`src/rtl/fsm_phase_pkg.sv`:
```
// fsm_phase_pkg
//   Shared definitions for the four-phase sequencer monitor:
//   - state_e   : monitor FSM states (SEARCH, LOCKED, FAULT)
//   - phase_t   : encoded phase index 0..3
//   - ERR_*     : err_code values reported on a fault
//   - next_phase: legal successor of a phase (3 wraps to 0)
package fsm_phase_pkg;

    typedef enum logic [1:0] {
        ST_SEARCH = 2'd0,
        ST_LOCKED = 2'd1,
        ST_FAULT  = 2'd2
    } state_e;

    typedef logic [1:0] phase_t;

    localparam logic [1:0] ERR_NONE  = 2'b00;
    localparam logic [1:0] ERR_MULTI = 2'b01;
    localparam logic [1:0] ERR_DROP  = 2'b10;
    localparam logic [1:0] ERR_SEQ   = 2'b11;

    // Two-bit addition wraps 3 -> 0 naturally.
    function automatic phase_t next_phase(input phase_t p);
        return p + 2'd1;
    endfunction

endpackage

```
`src/rtl/fsm_onehot_enc.sv`:
```
// fsm_onehot_enc
//   Combinational one-hot to index encoder for the four phase strobes.
//   Ports:
//     strobe : in  [3:0] phase strobes, bit n = phase n
//     idx    : out [1:0] index of the set bit (only meaningful when legal)
//     multi  : out       more than one strobe high
//     drop   : out       no strobe high
module fsm_onehot_enc
    import fsm_phase_pkg::*;
(
    input  logic [3:0] strobe,
    output phase_t     idx,
    output logic       multi,
    output logic       drop
);

    always_comb begin
        drop  = (strobe == 4'b0000);
        // Clearing the lowest set bit leaves something only if two or more were set.
        multi = ((strobe & (strobe - 4'd1)) != 4'b0000);
        case (strobe)
            4'b0001: idx = 2'd0;
            4'b0010: idx = 2'd1;
            4'b0100: idx = 2'd2;
            4'b1000: idx = 2'd3;
            default: idx = 2'd0;
        endcase
    end

endmodule

```
`src/rtl/fsm_phase_monitor.sv`:
```
// fsm_phase_monitor
//   Watches the one-hot phase strobes of a four-phase sequencer, locks onto
//   a clean in-order stream, and flags the first violation once locked.
//   Ports:
//     clk, rst_n         : clock, asynchronous active-low reset
//     fsm0..fsm3         : one-hot phase strobes
//     clr_err            : leave FAULT and clear err/err_code
//     phase              : index of the last legal (one-hot) sample
//     phase_valid        : last sample was exactly one-hot
//     locked             : monitor is in LOCKED
//     err, err_code      : sticky fault flag and its cause
//     err_count          : faults since reset, saturating
//     round_count        : completed phase-3 samples while LOCKED, wrapping
//     round_done         : one-cycle pulse per completed round
//     dbg_state          : current FSM state (state_e encoding)
//   Handshake: there is none; every rising edge takes one sample and all
//   outputs are registered, reflecting the sample taken at that edge.
module fsm_phase_monitor
    import fsm_phase_pkg::*;
#(
    parameter int LOCK_STREAK = 4,
    parameter int ERR_CNT_W   = 8
) (
    input  logic                 clk,
    input  logic                 rst_n,
    input  logic                 fsm0,
    input  logic                 fsm1,
    input  logic                 fsm2,
    input  logic                 fsm3,
    input  logic                 clr_err,
    output logic [1:0]           phase,
    output logic                 phase_valid,
    output logic                 locked,
    output logic                 err,
    output logic [1:0]           err_code,
    output logic [ERR_CNT_W-1:0] err_count,
    output logic [15:0]          round_count,
    output logic                 round_done,
    output logic [1:0]           dbg_state
);

    localparam int SW = $clog2(LOCK_STREAK + 1);
    localparam logic [SW-1:0]        LOCK_VAL   = SW'(LOCK_STREAK);
    localparam logic [SW-1:0]        STREAK_ONE = SW'(1);
    localparam logic [ERR_CNT_W-1:0] ERR_ONE    = ERR_CNT_W'(1);

    phase_t enc_idx;
    logic   enc_multi;
    logic   enc_drop;
    logic   legal;
    logic   in_order;

    fsm_onehot_enc u_enc (
        .strobe ({fsm3, fsm2, fsm1, fsm0}),
        .idx    (enc_idx),
        .multi  (enc_multi),
        .drop   (enc_drop)
    );

    state_e                 state_q,       state_d;
    logic [SW-1:0]          streak_q,      streak_d;
    phase_t                 phase_q,       phase_d;
    logic                   phase_valid_q, phase_valid_d;
    logic                   err_q,         err_d;
    logic [1:0]             err_code_q,    err_code_d;
    logic [ERR_CNT_W-1:0]   err_count_q,   err_count_d;
    logic [15:0]            round_count_q, round_count_d;
    logic                   round_done_q,  round_done_d;

    always_ff @(posedge clk or negedge rst_n) begin
        if (!rst_n) begin
            state_q       <= ST_SEARCH;
            streak_q      <= '0;
            phase_q       <= 2'd0;
            phase_valid_q <= 1'b0;
            err_q         <= 1'b0;
            err_code_q    <= ERR_NONE;
            err_count_q   <= '0;
            round_count_q <= 16'd0;
            round_done_q  <= 1'b0;
        end else begin
            state_q       <= state_d;
            streak_q      <= streak_d;
            phase_q       <= phase_d;
            phase_valid_q <= phase_valid_d;
            err_q         <= err_d;
            err_code_q    <= err_code_d;
            err_count_q   <= err_count_d;
            round_count_q <= round_count_d;
            round_done_q  <= round_done_d;
        end
    end

    always_comb begin
        legal    = !enc_multi && !enc_drop;
        in_order = legal && (enc_idx == next_phase(phase_q));

        state_d       = state_q;
        streak_d      = streak_q;
        phase_d       = phase_q;
        phase_valid_d = legal;
        err_d         = err_q;
        err_code_d    = err_code_q;
        err_count_d   = err_count_q;
        round_count_d = round_count_q;
        round_done_d  = 1'b0;

        case (state_q)
            ST_SEARCH: begin
                if (!legal) begin
                    streak_d = '0;
                end else begin
                    phase_d = enc_idx;
                    // With streak at zero both branches yield one, so the
                    // first legal sample after reset or clear starts fresh.
                    streak_d = in_order ? (streak_q + STREAK_ONE) : STREAK_ONE;
                    if (streak_d == LOCK_VAL) begin
                        state_d = ST_LOCKED;
                    end
                end
            end
            ST_LOCKED: begin
                if (in_order) begin
                    phase_d = enc_idx;
                    if (enc_idx == 2'd3) begin
                        round_done_d  = 1'b1;
                        round_count_d = round_count_q + 16'd1;
                    end
                end else begin
                    // clr_err is ignored here, so a coincident violation wins.
                    state_d = ST_FAULT;
                    err_d   = 1'b1;
                    if (enc_multi) begin
                        err_code_d = ERR_MULTI;
                    end else if (enc_drop) begin
                        err_code_d = ERR_DROP;
                    end else begin
                        err_code_d = ERR_SEQ;
                    end
                    if (err_count_q != '1) begin
                        err_count_d = err_count_q + ERR_ONE;
                    end
                    // An out-of-order one-hot sample is still a legal sample.
                    if (legal) begin
                        phase_d = enc_idx;
                    end
                end
            end
            ST_FAULT: begin
                if (clr_err) begin
                    state_d    = ST_SEARCH;
                    streak_d   = '0;
                    err_d      = 1'b0;
                    err_code_d = ERR_NONE;
                end
            end
            default: begin
                state_d = ST_SEARCH;
            end
        endcase
    end

    assign phase       = phase_q;
    assign phase_valid = phase_valid_q;
    assign locked      = (state_q == ST_LOCKED);
    assign err         = err_q;
    assign err_code    = err_code_q;
    assign err_count   = err_count_q;
    assign round_count = round_count_q;
    assign round_done  = round_done_q;
    assign dbg_state   = state_q;

endmodule
```
`config.mk`:
```
export PLATFORM = sky130hd
export DESIGN_NAME = fsm_phase_monitor
export DESIGN_NICKNAME = d
export VERILOG_FILES = /design/src/rtl/fsm_phase_pkg.sv /design/src/rtl/fsm_onehot_enc.sv /design/src/rtl/fsm_phase_monitor.sv
export SDC_FILE = /design/constraint.sdc
export NUM_CORES = 1
export LEC_CHECK = 0
export CAP_MARGIN = 30
export CORE_MARGIN = 3
export CORE_UTILIZATION = 50
export DETAILED_ROUTE_END_ITERATION = 8
export GPL_ROUTABILITY_DRIVEN = 0
export GPL_TIMING_DRIVEN = 0
export HOLD_SLACK_MARGIN = 0.06
export PLACE_DENSITY = 0.79
export SETUP_SLACK_MARGIN = 0.4
export SLEW_MARGIN = 40
export SYNTH_ARGS = -nofsm -noshare
export SYNTH_HDL_FRONTEND = slang
export SYNTH_SLANG_ARGS = --single-unit
```
`constraint.sdc`:
```
create_clock -name clk -period 4.5 [get_ports clk]
set_input_delay 1.35 -clock clk [delete_from_list [all_inputs] [get_ports clk]]
set_output_delay 1.35 -clock clk [all_outputs]
set_load 0.02 [all_outputs]
```
==> Word-level counts from Yosys, hierarchy flattened <==
Index checks and enable logic that the tools add are counted.
{ "op_classes": {"add_sub_neg": 5, "n_mul": 0, "n_div": 0, "order_cmp": 0, "eq_ne": 13, "n_shift": 0, "n_mux": 23, "n_bitwise": 2, "n_reduce_logical": 15} }
{ "op_table": {"columns": ["op", "n"], "rows": [
  ["adder 16 x 1 -> 16 bit, second input constant", 1],
  ["2-to-1 mux 2 bit", 8],
  ["one-hot mux 2 bit (3 select lines)", 2],
  ["2-to-1 mux 3 bit", 3],
  ["AND reduction 3 bit", 3],
  ["adder 8 x 1 -> 8 bit, second input constant", 1],
  ["inequality test 2 bit, second input constant", 4],
  ["inequality test 8 bit, second input constant", 1],
  ["one-hot mux 2 bit (2 select lines)", 2],
  ["2-to-1 mux 1 bit", 6],
  ["one-hot mux 3 bit (2 select lines)", 1],
  ["nonzero test 2 bit", 3],
  ["AND 4 bit", 1],
  ["== test 2 bit, second input constant", 2],
  ["== test 4 x 2 -> 1 bit, second input constant", 1],
  ["== test 4 x 3 -> 1 bit, second input constant", 1],
  ["== test 4 bit, second input constant", 1],
  ["logical NOT 4 bit", 1],
  ["AND reduction 4 bit", 1],
  ["nonzero test 4 bit", 1],
  ["subtractor 4 x 1 -> 4 bit, second input constant", 1],
  ["adder 3 x 1 -> 3 bit, second input constant", 1],
  ["== test 3 bit, second input constant", 1],
  ["adder 2 x 1 -> 2 bit, second input constant", 1],
  ["8 further kinds", 10]
]} }
{ "totals": {"reg_bits": 36, "latch_bits": 0, "mem_bits_rw": 0, "romBits": 0, "in_bits": 7, "out_inout_bits": 34, "word_cells": 67, "n_memories": 0} }

==> Logic depth before layout (Yosys ltp) <==
{ "depth": {"word_depth": 11, "depth_mapped": 8, "depth_no_buf": 5} }

==> Modules after synthesis <==
Synthesis repeated with hierarchy kept, for this count alone.
{ "hier_totals": {"hier_cells": 155, "hier_area_um2": 1749.2} }
{ "by_module_without_submodules": {"columns": ["module", "instances", "cells_per_inst", "area_per_inst_um2", "seq_area_each_um2"], "rows": [
  ["fsm_phase_monitor", 1, 147, 1686.6, 900.9],
  ["fsm_onehot_enc", 1, 8, 62.6, 0.0]
]} }

==> Worst setup path after synthesis <==
OpenSTA, ideal clock, no wires.
{ "synth_timing": {"path_kind": "input to register", "from": "in fsm3", "to": "reg round_count_q[14], in the netlist round_count[14]", "setup_ns": 0.080, "t_arrival_ns": 2.954, "required_ns": 4.420, "slack_ns": 1.466, "stages": 8, "n_path_buf": 3, "path_cell_list": "buf_2 or2_1 buf_6 or3_4 and3_4 buf_6 nor4_2 xor2_1"} }
{ "synth_via": {"elab_chain_len": 7, "word_cells_on_any_way": 15, "classes_between": "add/sub (1); eq/ne (5); mux (1); bitwise (1); reduce/logical (7)"} }
{ "synth_rtl": {"columns": ["item", "line_no", "source"], "rows": [
  ["from (decl)", "fsm_phase_monitor.sv:29", "input logic fsm3,"],
  ["subtractor 4 x 1 -> 4 bit", "fsm_onehot_enc.sv:20", "multi = ((strobe & (strobe - 4'd1)) != 4'b0000);"],
  ["AND 4 bit", "fsm_onehot_enc.sv:20", null],
  ["nonzero test 4 bit", "fsm_onehot_enc.sv:20", null],
  ["logical NOT 1 bit", "fsm_phase_monitor.sv:95", "legal = !enc_multi && !enc_drop;"],
  ["logical AND 1 bit", "fsm_phase_monitor.sv:95", null],
  ["logical AND 1 bit", "fsm_phase_monitor.sv:96", "in_order = legal && (enc_idx == next_phase(phase_q));"],
  ["AND reduction 3 bit (no source line) *", null, null],
  ["to (signal assigned)", "fsm_phase_monitor.sv:89", "round_count_q <= round_count_d;"],
  ["to (decl)", "fsm_phase_monitor.sv:67", "logic [15:0] round_count_q, round_count_d;"]
]} }
Mark *: on every way between the ends. The rest lies on a longest branch, timed or not.
A chain may end at the register's enable or synchronous reset.

==> Worst setup path after layout <==
{ "layout_timing": {"from": "in fsm1", "to": "reg err_count_q[1], in the netlist err_count[1]"} }
{ "layout_via": {"elab_chain_len": 8, "word_cells_on_any_way": 15, "classes_between": "add/sub (1); eq/ne (4); mux (1); bitwise (2); reduce/logical (7)"} }
{ "layout_rtl": {"columns": ["item", "line_no", "source"], "rows": [
  ["from (decl)", "fsm_phase_monitor.sv:27", "input logic fsm1,"],
  ["subtractor 4 x 1 -> 4 bit", "fsm_onehot_enc.sv:20", null],
  ["AND 4 bit", "fsm_onehot_enc.sv:20", null],
  ["nonzero test 4 bit", "fsm_onehot_enc.sv:20", null],
  ["logical NOT 1 bit", "fsm_phase_monitor.sv:95", null],
  ["logical AND 1 bit", "fsm_phase_monitor.sv:95", null],
  ["logical AND 1 bit *", "fsm_phase_monitor.sv:96", null],
  ["inverter 1 bit (no source line) *", null, null],
  ["AND reduction 3 bit (no source line) *", null, null],
  ["to (signal assigned)", "fsm_phase_monitor.sv:88", "err_count_q <= err_count_d;"],
  ["to (decl)", "fsm_phase_monitor.sv:66", "logic [ERR_CNT_W-1:0] err_count_q, err_count_d;"]
]} }
Marks and branches as above.

==> flow_summary_export.csv <==
group,metric,value,unit
min_path,worstHoldEndpoint,"round_count[15]",
synth,yosysUniqueCellTypes,42,
worst_setup_path,critPathArrivalTime,3540,ps
cells_and_area,nFillCells,273,
worst_setup_path,path_common_cell,"nor2_1",
global_routing,grt_pass1_vias,1556,
synth,synth_area_leaders,"dfrtp_1 (47%), xor2_1 (8.3%), nand3_1 (3.2%)",
sta,fmax,296,MHz
sta,final_max_slew_viol_count,0,
synth,synth_top_area_frac,0.475,
clock_network,hold_buffers,0,
power_and_ir_drop,power_density,256,mW/mm²
worst_setup_path,r2r_start,"dbg_state[0]",
sta,final.setup.worst_slack,1120,ps
synth,ys_seq_area_frac,0.475,
clock_network,clock-sinks,36,
floorplanning,fp-row-count,21,
power_and_ir_drop,internal_power,0.479,mW
sta,worstMarginPinSlew,455,ps
worst_setup_path,reg2regPathDepth,5,
sta,layout_min_cycle_time,3380,ps
global_routing,met2_usage,0.358,
floorplanning,die_h,67.6,µm
power_and_ir_drop,seqPwrFrac,0.534,
sta,timing.final.crit_share,0.751,
sta,hold_viol,0,
global_routing,busiest_layer,"met2",
worst_setup_path,crit_slowest_cell,"clkdlybuf4s50_1",
drt,viasPerCell,5.79,
synth,synth.cell_area,0.00190,mm²
power_and_ir_drop,peakVddDrop,228,µV
drt,drc,0,
power_and_ir_drop,clock_power_share,0.373,
clock_network,cts_setup_buffers,0,
sta,fin_tns_setup,0,ps
global_routing,track_usage,0.208,
sta,clock-skew-final,6.69,ps
floorplanning,placeableCoreArea,0.00349,mm²
run,maxCapViolCount,0,
clock_network,cts_tree,"done",
floorplanning,pin_count,41,
drt,ant_nets,0,
worst_setup_path,required,4660,ps
min_path,worstHoldPathType,"reg -> reg",
synth,syn_inst,179,
clock_network,clock_path_buffers,2,
cells_and_area,drive_gt1_frac,0.111,
global_routing,grt_max_degree,24,
synth,synth.avg_cell_area,10.6,µm²
global_routing,grtUsageMet1,0.251,
worst_setup_path,critPathKind,"in -> reg",
cells_and_area,final_core_util,0.701,
cells_and_area,diodes,0,
sta,rsz0062_at_grt,"no",
worst_setup_path,start_kind,"input pin",
worst_setup_path,worstSetupEndpointType,"flop",
synth,yosys_warnings,0,
synth,ys_seq_elements,36,
floorplanning,initial_core_util,0.543,
power_and_ir_drop,p_comb_frac,0.093,
synth,yosys.area.top_type,"dfrtp_1",
global_routing,grt_remaining_overflow,0,
clock_network,numCtsBuffers,5,
synth,synth_nets,189,
global_routing,grt_pass1_wl,7090,µm
clock_network,h-tree-depth,2,
worst_setup_path,r2r_end,"round_count[11]",
power_and_ir_drop,p_sw,0.149,mW
worst_setup_path,reg2reg_slack,2330,ps
floorplanning,fp.dieArea,0.00457,mm²
drt,via_count,1576,
global_routing,grt_use_met3,0.0599,
cells_and_area,areaGrowthSynthToFinish,29.2,%
power_and_ir_drop,sw_frac_of_total,0.238,
drt,first_iter_violations,93,
sta,relSlewSlack,0.696,
worst_setup_path,worstPathCellList,"clkdlybuf4s50_1 > clkbuf_1 > nor2_1 > o21ai_0 > nand4_1 > nor2_1 > mux2_2",
outcome,status,"completed",
worst_setup_path,crit_path_start,"fsm1",
worst_setup_path,critPathMaxStageDelay,510,ps
min_path,min_from,"round_count[15]",
min_path,holdPathStages,1,
clock_network,cts.repair.resized,0,
global_routing,antenna_found_initial,0,
clock_network,clkTransAtPathRegs,70,ps
drt,drt_pass1_iterations,4,
worst_setup_path,cp_max_fo,10,
floorplanning,die_w,67.6,µm
place,portBuffers,38,
clock_network,cts_root_buf,"clkbuf_8",
place,pre_cts_ws,833,ps
place,dpl.hpwl,3140,µm
power_and_ir_drop,power.leakage,1.13,nW
drt,drt-total-wl,4190,µm
drt,wire_per_inst,15.4,µm
cells_and_area,nets,235,
sta,finalSetupViolCount,0,
clock_network,clk_latency,280,ps
## kinds of logic (layout without fill, tap and decap cells)
family | count (synthesis) | after routing | share of synthesized area
simple gates | 76 | 76 | 0.253
fa+ha+maj | 3 | 3 | 0.0198
compound gates | 25 | 25 | 0.0897
flops | 36 | 36 | 0.475
xor+xnor | 23 | 23 | 0.106
buf+inv | 13 | 60 | 0.0383
mux | 3 | 3 | 0.0178
## power groups by stage
stage	Sequential [mW]	Combinational (mW)	Clock, mW
finish	0.335	0.0584	0.234
global placement	0.341	0.0539	0
detailed placement	0.341	0.0585	0
global route	0.336	0.0639	0.256
CTS	0.335	0.0590	0.239
floorplan	0.345	0.0265	0
## Yosys cell counts (all sizes together)
| library cell | number |
|---|---|
| nor4b | 1 |
| a211oi | 1 |
| nor3 | 8 |
| buf | 5 |
| or4b | 1 |
| a32o | 2 |
| o31ai | 6 |
| nand4 | 8 |
| dfrtp | 36 |
| and4 | 1 |
| nand2b | 2 |
| nand2 | 14 |
| nor2 | 11 |
| or2 | 1 |
| a221oi | 1 |
| a31oi | 1 |
| nand3b | 1 |
| xor2 | 18 |
| nor3b | 1 |
| a21oi | 6 |
| a21boi | 1 |
| o32ai | 1 |
| a21o | 1 |
| nor4bb | 2 |
| xnor2 | 5 |
| nand3 | 12 |
| and3 | 2 |
| ha | 3 |
| nor4 | 10 |
| clkbuf | 2 |
| mux2 | 3 |
| a22o | 1 |
| inv | 6 |
| o21ai | 4 |
| or3 | 1 |
## critical path: cells and delay by family
family,cells,cell delay (ps)
buffers and inverters,2,870
AND/OR/NAND/NOR,3,810
multiplexers,1,360
AO/OA/AOI/OAI,1,150
## per-layer routing
layer	up-vias	part of all wire	routed length [µm]
met5	-	0	0
li1	743	-	-
met4	0	0.0064	27
met1	784	0.43	1790
met2	45	0.51	2160
met3	4	0.053	221
## area by class of cell
cell class / count / area, µm² / area share
Multi-Input combinational cell: 130 / 923 / 0.377
Clock inverter: 1 / 7.51 / 0.00306
Timing Repair Buffer: 39 / 403 / 0.164
Sequential cell: 36 / 901 / 0.368
Buffer: 7 / 50.0 / 0.0204
Inverter: 6 / 22.5 / 0.00919
Tap cell: 46 / 57.6 / 0.0235
Clock buffer: 7 / 86.3 / 0.0352
## metrics by stage
step                      area [µm²]  power (mW)  hold slack, ps  instances
after floorplan                 1900       0.372             470        179
after global placement          2330       0.395             459        263
after detailed placement        2360       0.400             462        264
after CTS                       2450       0.633             475        272
after global routing            2450       0.656             509        272
final                           2450       0.628             469        272
## how the worst max path moves through the flow
stage	endpoint	slack [ps]	cells past startpoint
after floorplan	round_count[14]	1470	8
after global placement	err_count[1]	940	7
after detailed placement	err_count[1]	830	7
after CTS	err_count[1]	1130	7
after global routing	err_count[1]	930	7
final	err_count[1]	1120	7
## cells in the final DEF, fill, tap and decap left out, types with 2 or more instances in the layout
cell             instances
clkdlybuf4s50_1         37
dfrtp_1                 36
xor2_1                  18
nand2_1                 14
nand3_1                 12
nor2_1                  11
nor3_1                   7
nand4_1                  7
inv_1                    6
a21oi_1                  6
nor4_1                   6
o31ai_1                  6
clkbuf_8                 6
xnor2_1                  5
o21ai_0                  4
clkbuf_1                 3
buf_6                    3
mux2_2                   3
nor4_2                   3
ha_1                     3
buf_2                    2
nor4bb_1                 2
nand2b_1                 2
a32o_1                   2
## state kept, by name, summed over array words and instances (netlist names), named ones only
register,cells
err_code,2
round_count,16
err_count,8
err,1
dbg_state,2
streak_q,3
phase_valid,1
round_done,1
(Power assumes the default switching activity.)
